File: src/rtl/decode_stage_pkg.sv
// decode_stage_pkg: shared decode types, opcode-field constants and FSM state enum.
package Definitions;
    typedef enum logic [2:0] {
        ADD = 3'b010,
        SUB = 3'b011,
        XOR = 3'b100,
        AND = 3'b101,
        LSL = 3'b110,
        MOV = 3'b111
    } op_mne;

    localparam logic [2:0] OP_LDI  = 3'b000;
    localparam logic [2:0] OP_HALT = 3'b001;
    localparam int OPC_W = 3;
    localparam int REG_W = 3;
    localparam int IMM_W = 3;

    typedef enum logic [1:0] {IDLE, RUN, DRAIN, HALTED} state_t;

    typedef struct packed {
        logic [OPC_W-1:0] alu_op;
        logic [REG_W-1:0] rd;
        logic [REG_W-1:0] rs;
        logic [IMM_W-1:0] imm;
        logic             imm_sel;
    } bundle_t;

    localparam bundle_t BUNDLE_RST = '{ADD, 3'd0, 3'd0, 3'd0, 1'b0};
endpackage

File: src/rtl/decode_stage_skid_buf.sv
// skid_buf: 2-entry FIFO of decoded bundles; head stays put when the buffer drains empty.
module skid_buf
    import Definitions::*;
(
    input  logic    clk,
    input  logic    rst_n,
    input  logic    push,
    input  logic    pop,
    input  bundle_t din,
    output bundle_t head,
    output logic    valid,
    output logic    full
);
    logic [1:0] count;
    logic [1:0] wr_idx;
    logic       do_push;
    logic       do_pop;
    bundle_t    mem1;

    assign valid   = count != 2'd0;
    assign full    = count == 2'd2;
    assign do_pop  = pop && valid;
    assign do_push = push && (!full || do_pop);
    assign wr_idx  = count - {1'b0, do_pop};

    // the slot written is the one left free after this cycle's pop shifts the queue
    always_ff @(posedge clk) begin
        if (!rst_n) begin
            count <= 2'd0;
            head  <= BUNDLE_RST;
            mem1  <= BUNDLE_RST;
        end else begin
            count <= count + {1'b0, do_push} - {1'b0, do_pop};
            if (do_pop && full) head <= mem1;
            if (do_push && wr_idx == 2'd0) head <= din;
            if (do_push && wr_idx == 2'd1) mem1 <= din;
        end
    end
endmodule

File: src/rtl/decode_stage.sv
// decode_stage: decodes fetched instructions into ALU bundles through a 2-entry skid buffer,
// with a run/drain/halt control FSM and a saturating retired-bundle counter.
module decode_stage
    import Definitions::*;
#(
    parameter int INSTR_W = 9,
    parameter int CNT_W   = 16
) (
    input  logic               Clk,
    input  logic               Reset,
    input  logic               Start,
    input  logic [INSTR_W-1:0] InstrIn,
    input  logic               InValid,
    output logic               InReady,
    output logic [2:0]         AluOp,
    output logic [2:0]         Rd,
    output logic [2:0]         Rs,
    output logic [2:0]         Imm,
    output logic               ImmSel,
    output logic               OutValid,
    input  logic               OutReady,
    output logic               Done,
    output logic [CNT_W-1:0]   InstrCount
);
    state_t     state, state_nx;
    bundle_t    dec, head;
    logic [2:0] opcode;
    logic       is_ldi, is_halt, accept, push, pop, buf_valid, buf_full;

    assign opcode  = InstrIn[8:6];
    assign is_ldi  = opcode == OP_LDI;
    assign is_halt = opcode == OP_HALT;
    assign InReady = state == RUN && !buf_full;
    assign accept  = InValid && InReady;
    assign push    = accept && !is_halt;
    assign pop     = buf_valid && OutReady;

    always_comb begin
        dec.alu_op  = is_ldi ? MOV : opcode;
        dec.rd      = InstrIn[5:3];
        dec.rs      = is_ldi ? 3'd0 : InstrIn[2:0];
        dec.imm     = is_ldi ? InstrIn[2:0] : 3'd0;
        dec.imm_sel = is_ldi;
    end

    skid_buf u_skid_buf (
        .clk  (Clk),
        .rst_n(Reset),
        .push (push),
        .pop  (pop),
        .din  (dec),
        .head (head),
        .valid(buf_valid),
        .full (buf_full)
    );

    always_ff @(posedge Clk) begin
        if (!Reset) state <= IDLE;
        else state <= state_nx;
    end

    // DRAIN ends on the edge where the last buffered bundle leaves
    always_comb begin
        state_nx = state;
        state_nx = (state == IDLE || state == HALTED) ? (Start ? RUN : state)
                 : (state == RUN) ? ((accept && is_halt) ? DRAIN : RUN)
                 : (!buf_valid || (pop && !buf_full)) ? HALTED : DRAIN;
    end

    always_ff @(posedge Clk) begin
        if (!Reset) InstrCount <= '0;
        else if (state == HALTED && Start) InstrCount <= '0;
        else if (pop && InstrCount != '1) InstrCount <= InstrCount + CNT_W'(1);
    end

    assign AluOp    = head.alu_op;
    assign Rd       = head.rd;
    assign Rs       = head.rs;
    assign Imm      = head.imm;
    assign ImmSel   = head.imm_sel;
    assign OutValid = buf_valid;
    assign Done     = state == HALTED;
endmodule

File: config.mk
export PLATFORM = sky130hd
export DESIGN_NAME = decode_stage
export DESIGN_NICKNAME = d
export VERILOG_FILES = /design/src/rtl/decode_stage_pkg.sv /design/src/rtl/decode_stage_skid_buf.sv /design/src/rtl/decode_stage.sv
export SDC_FILE = /design/constraint.sdc
export NUM_CORES = 1
export LEC_CHECK = 0
export CORE_ASPECT_RATIO = 0.5
export CORE_UTILIZATION = 45
export CTS_CLUSTER_SIZE = 25
export DETAILED_ROUTE_END_ITERATION = 12
export HOLD_SLACK_MARGIN = 0.02
export PLACE_DENSITY = 0.83
export SLEW_MARGIN = 20
export SYNTH_ARGS = -nofsm -noshare
export SYNTH_HDL_FRONTEND = slang
export SYNTH_SLANG_ARGS = --single-unit
File: constraint.sdc
create_clock -name Clk -period 1.8 [get_ports Clk]
set_input_delay 0.36 -clock Clk [delete_from_list [all_inputs] [get_ports Clk]]
set_output_delay 0.36 -clock Clk [all_outputs]
set_load 0.005 [all_outputs]
Word level (Yosys, flattened, before mapping)
Index checks and enable logic that the tools add are counted.
W data, S select, Z words.
Word-level totals
  register bits after elaboration: 46
  output and inout port bits: 32
  word-level logic and storage cells: 60
Operators by class
  add/sub/neg operators: 4
  eq/ne operators: 7
  multiplexer cells: 10
  bitwise logic cells: 1
  reductions and logical operators: 25
Operators by type and width (count)
  $mux W13: 2
  $add A16 B1 Y16 const B: 1
  $ne A16 B16 Y1 const B: 1
  $logic_and A1 B1 Y1: 13
  $mux W3: 3
  $mux W2: 4
  $eq A2 B1 Y1 const B: 2
  $eq A2 B2 Y1 const B: 2
  $logic_not A2 Y1: 2
  $reduce_bool A2 Y1: 2
  $sub A2 B1 Y2: 2
  $eq A3 B1 Y1 const B: 1
  $logic_not A1 Y1: 3
  $logic_not A3 Y1: 1
  $logic_or A1 B1 Y1: 3
  $add A2 B1 Y2: 1
  $ne A2 B2 Y1 const B: 1
  $reduce_or A2 Y1: 1
  $mux W1: 1
  $not A1 Y1: 1

Longest topological paths before layout
  depth in word-level cells: 8
  depth in mapped cells: 8

Cells and area by module
A second synthesis with hierarchy kept.
Second synthesis, totals
  cells, all modules: 271
  area, all modules: 2442.3 sq um
By module, submodules not included
  skid_buf: instances 1, cells each 140, area an instance 1398.8 sq um
  decode_stage: instances 1, cells each 131, area an instance 1043.5 sq um

Least setup slack after synthesis
OpenSTA, ideal clock, no wires.
  kind: reg2reg
  start point: reg InstrCount[0]
  end point: reg InstrCount[14]
  setup time: 0.128 ns
  arrival time: 1.629 ns
  required time: 1.672 ns
  slack: 0.044 ns
  cell stages (with the launch flop): 7
  buffers on the path: 0
  path through: dfxtp_1 ha_1 nand3_1 or3_4 nor4_1 xnor2_1 nor2_1
Between the ends
  word-level cells in the longest chain between the ends: 2
  elaborated cells between the ends (all ways): 3
  those cells by class: add/sub: 1; eq/ne: 1; reduce/logical: 1
Ends and longest elaborated chain
  from (decl): line decode_stage.sv:23  | output logic [CNT_W-1:0] InstrCount
  from (signal assigned): line decode_stage.sv:73  | else if (pop && InstrCount != '1) InstrCount <= InstrCount + CNT_W'(1);
  branches (longest 2 deep; another with $add A16 B1 Y16)
Parallel ways; which one is timed is not known.
A chain may end at the register's enable or synchronous reset.

Worst setup path after layout
  start point: in InstrIn[6]
  end point: reg u_skid_buf.head[4] (netlist name)
Between the ends
  word-level cells in the longest chain between the ends: 6
  elaborated cells between the ends (all ways): 9
  those cells by class: eq/ne: 1; mux: 2; reduce/logical: 6
Ends and longest elaborated chain
  from (decl): line decode_stage.sv:12  | input logic [INSTR_W-1:0] InstrIn,
  $eq A3 B1 Y1: line decode_stage.sv:32  | assign is_halt = opcode == OP_HALT;
  $logic_not A1 Y1: line decode_stage.sv:35  | assign push = accept && !is_halt;
  $logic_and A1 B1 Y1: line decode_stage.sv:35
  $logic_and A1 B1 Y1: line decode_stage_skid_buf.sv:23  | assign do_push = push && (!full || do_pop);
  $logic_and A1 B1 Y1: line decode_stage_skid_buf.sv:35  | if (do_push && wr_idx == 2'd0) head <= din;
  $mux W13 or $reduce_bool A2 Y1 (tied branches)
Parallel ways exist; a longest one is shown, timed or not.

==> results_dict.tcl <==
set metrics [dict create \
    run_status "complete, no violations" \
    synthDistinctLibCells 44 \
    post_route_cells_drive_above_1_share_pct 20.1 \
    grt_pass1_vias 2095 \
    wl_per_cell_um 13.9 \
    final-max-slew-violation-count 0 \
    fin_area_um2 3120 \
    power.density_cell_area_nw_per_um2 817 \
    pin_count 46 \
    antenna_found_initial 0 \
    tritoncts_buffer_count 5 \
    reg2reg_setup_slack_ps 40 \
    synth_top_cell_by_area "sky130_fd_sc_hd__dfxtp_1" \
    nets 356 \
    setup_viol 0 \
    synth_seq_area_share_pct 42.3 \
    clock-skew-final_ps 10.7 \
    area_growth_pct 43.4 \
    netSwitchingPower_uw 709 \
    cts.sinks 46 \
    p_int_uw 1840 \
    finalHoldViolations 0 \
    hold_path.class "reg2reg" \
    cp-start-kind "input port" \
    tritoncts_clock_tree "done" \
    die_area_um2 5140 \
    share_comb_of_total_power_pct 25.6 \
    cts_hold_repair.buffers 0 \
    power.clock.fraction_pct 30.3 \
    cts.path.max_buffers 2 \
    ys.flop_type "sky130_fd_sc_hd__dfxtp_1" \
    route.detailed.vias_per_inst 5.49 \
    antennaDiodeCount 0 \
    crit_path_max_fanout 3 \
    switching_power_as_a_share_of_total_power_pct 27.8 \
    htree_num_levels 2 \
    std_cell_rows 17 \
    p_leak_uw 0.00118 \
    power.ir.vdd_worst_v 0.000523 \
    antenna_left 0 \
    drt-initial-drc-count 76 \
    most_repeated_cell_in_the_gate_level_netlist_after_synthesis "sky130_fd_sc_hd__dfxtp_1" \
    detail_route.drc_violations 0 \
    cp_data_required_time_ps 1990 \
    clk_pin_slew_worst_paths_ps 90 \
    synth_top_area_cells "sky130_fd_sc_hd__dfxtp_1 42%, sky130_fd_sc_hd__nand2_1 6.7%, sky130_fd_sc_hd__nand3_1 5.3%" \
    final_estimated_routing_congestion_in_global_placement 0.804 \
    measured_slew_at_the_worst_slew_check_pin_ps 419 \
    design.core.area_um2 4530 \
    grtUsageTotal_pct 23.0 \
    grt_setup_unrepaired "true" \
    1st_pass_router_iterations 4 \
    synth_cells 263 \
    worst_setup_path_end_kind "register" \
    worst-setup-path-type "in2reg" \
    max_freq_mhz 559 \
    die_x_um 100 \
    synthTopCellsByCount "46 x sky130_fd_sc_hd__dfxtp_1, 39 x sky130_fd_sc_hd__nand2_1, 25 x sky130_fd_sc_hd__nor2_1" \
    grt_max_degree 27 \
    synthesis.nets 281 \
    proportion_of_synthesized_flip_flops_having_asynchronous_set_or_reset_pct 0 \
    global_route_wire_length_before_repair_um 9320 \
    finalWorstPathRequiredPeriod_ps 1790 \
    wirelength_um 5650 \
    timing.max_slew.rel_slack_pct 71.9 \
    grt-ovfl-total 0 \
    dpl.hpwl_um 3980 \
    clock_insertion_delay_worst_skew_ps 310 \
    min_period_over_period_pct 99.5 \
    vias 2222 \
    utilization_pct 68.9 \
    synth_enable_flop_cells 0 \
    final.fill_count 345 \
    dieHeight_um 51.2 \
    sequentialPowerShare_pct 44.1 \
    post_synth_instance_area_um2 2180 \
    postSynthRegisterBits 46 \
    cts.root.buffer_cell "sky130_fd_sc_hd__clkbuf_8" \
    count_of_port_buffers_added_during_placement 45 \
    maxCapViolations 0 \
    place_area_um2 2930 \
    postSynthAreaPerCell_um2 8.28 \
    effective_utilization_at_floorplan_pct 48.1 \
    yosysWarnings 0 \
    yosysTopAreaCellShare_pct 42.3 \
    timing.critical_path.arrival_ps 1980 \
]
## layout by cell type, fill, tap and decap left out, types with 5 or more instances in the layout
cell | synthesis | routed
sky130_fd_sc_hd__nand2_1 | 39 | 38
sky130_fd_sc_hd__a21oi_1 | 9 | 8
sky130_fd_sc_hd__o21ai_0 | 7 | 7
sky130_fd_sc_hd__inv_1 | 5 | 5
sky130_fd_sc_hd__dfxtp_1 | 46 | 42
sky130_fd_sc_hd__nor2_1 | 25 | 24
sky130_fd_sc_hd__buf_4 | 1 | 36
sky130_fd_sc_hd__xnor2_1 | 8 | 8
sky130_fd_sc_hd__clkbuf_8 | 0 | 5
sky130_fd_sc_hd__a21boi_0 | 15 | 15
sky130_fd_sc_hd__clkdlybuf4s50_1 | 0 | 43
sky130_fd_sc_hd__nand3_1 | 23 | 22
sky130_fd_sc_hd__nor3_1 | 8 | 6
## per-stage QoR
| stage | total power (µW) | worst slack (ps) | setup TNS, ps | hold WS (ps) | instances |
|---|---|---|---|---|---|
| finish | 2550 | 9.82 | 0 | 472 | 405 |
| global route | 2670 | -41.1 | -109 | 495 | 405 |
| CTS | 2520 | -3.08 | -6.08 | 469 | 404 |
| detailed placement | 1750 | -312 | -7510 | 457 | 396 |
| global placement | 1730 | -248 | -5730 | 447 | 396 |
| floorplan | 1440 | 43.7 | 0 | 440 | 263 |
## worst max-delay path, stage by stage
cell and delay (ps):
sky130_fd_sc_hd__clkdlybuf4s50_1 440, sky130_fd_sc_hd__nor3b_4 170, sky130_fd_sc_hd__or3_4 400, sky130_fd_sc_hd__a21oi_2 160
sky130_fd_sc_hd__a211oi_1 70, sky130_fd_sc_hd__buf_4 160, sky130_fd_sc_hd__a22o_1 220
## flip-flops by register name, indices dropped and copies added, names as in the netlist
signal            flops
state                 2
u_skid_buf.mem1      13
u_skid_buf.count      2
u_skid_buf.head      13
InstrCount           16
## area by class of cell
type | count | area, µm² | share of cell area, %
flip-flops and latches | 46 | 926 | 29.6
clock buffers | 5 | 68.8 | 2.20
inverters | 5 | 18.8 | 0.601
multi-input cells | 198 | 1240 | 39.8
clock inverters | 3 | 40.0 | 1.28
repair buffers | 82 | 743 | 23.8
well taps | 66 | 82.6 | 2.64
## per-layer routing
layer,part of all wire [%],global-route usage [%]
met3,4.9,5.06
met1,43,27.3
met5,0,0
met4,1.8,7.73
met2,50,41.8
## path summary, 6_finish.rpt
check	from	to	cells after the start
worst max-delay path	InstrIn[6]	u_skid_buf.head[4]$_SDFFE_PN0P_	7
worst max register to register	state[1]$_SDFFE_PN0P_	u_skid_buf.head[4]$_SDFFE_PN0P_	8
worst min-delay path	u_skid_buf.mem1[1]$_SDFFE_PN0P_	u_skid_buf.mem1[1]$_SDFFE_PN0P_	2
worst min register to register	u_skid_buf.mem1[1]$_SDFFE_PN0P_	u_skid_buf.mem1[1]$_SDFFE_PN0P_	2
## power by group through the flow
stage          Combinational (µW)  Sequential [µW]  Clock [µW]
6_report                      654             1120         773
5_1_grt                       719             1130         823
4_1_cts                       620             1120         777
3_5_place_dp                  610             1140           0
3_3_place_gp                  592             1140           0
2_1_floorplan                 296             1140           0
## logic make-up (layout without fill, tap and decap cells)
logic type	after synthesis	count (layout)	synth area share (%)
compound gates	62	62	20.8
simple gates	120	120	26.0
mux	1	1	0.460
xor+xnor	11	11	4.43
fa+ha+maj	4	4	2.30
buf+inv	19	95	3.68
flops	46	46	42.3
## repair_timing
action | 4_1_cts | 5_1_grt
endpoints found under the setup margin | 5 | 31
resized for setup | 8 | 14
setup buffers | 0 | 1
hold endpoints to repair | 0 | 0
Note: power is estimated with default switching activity, not from simulation.
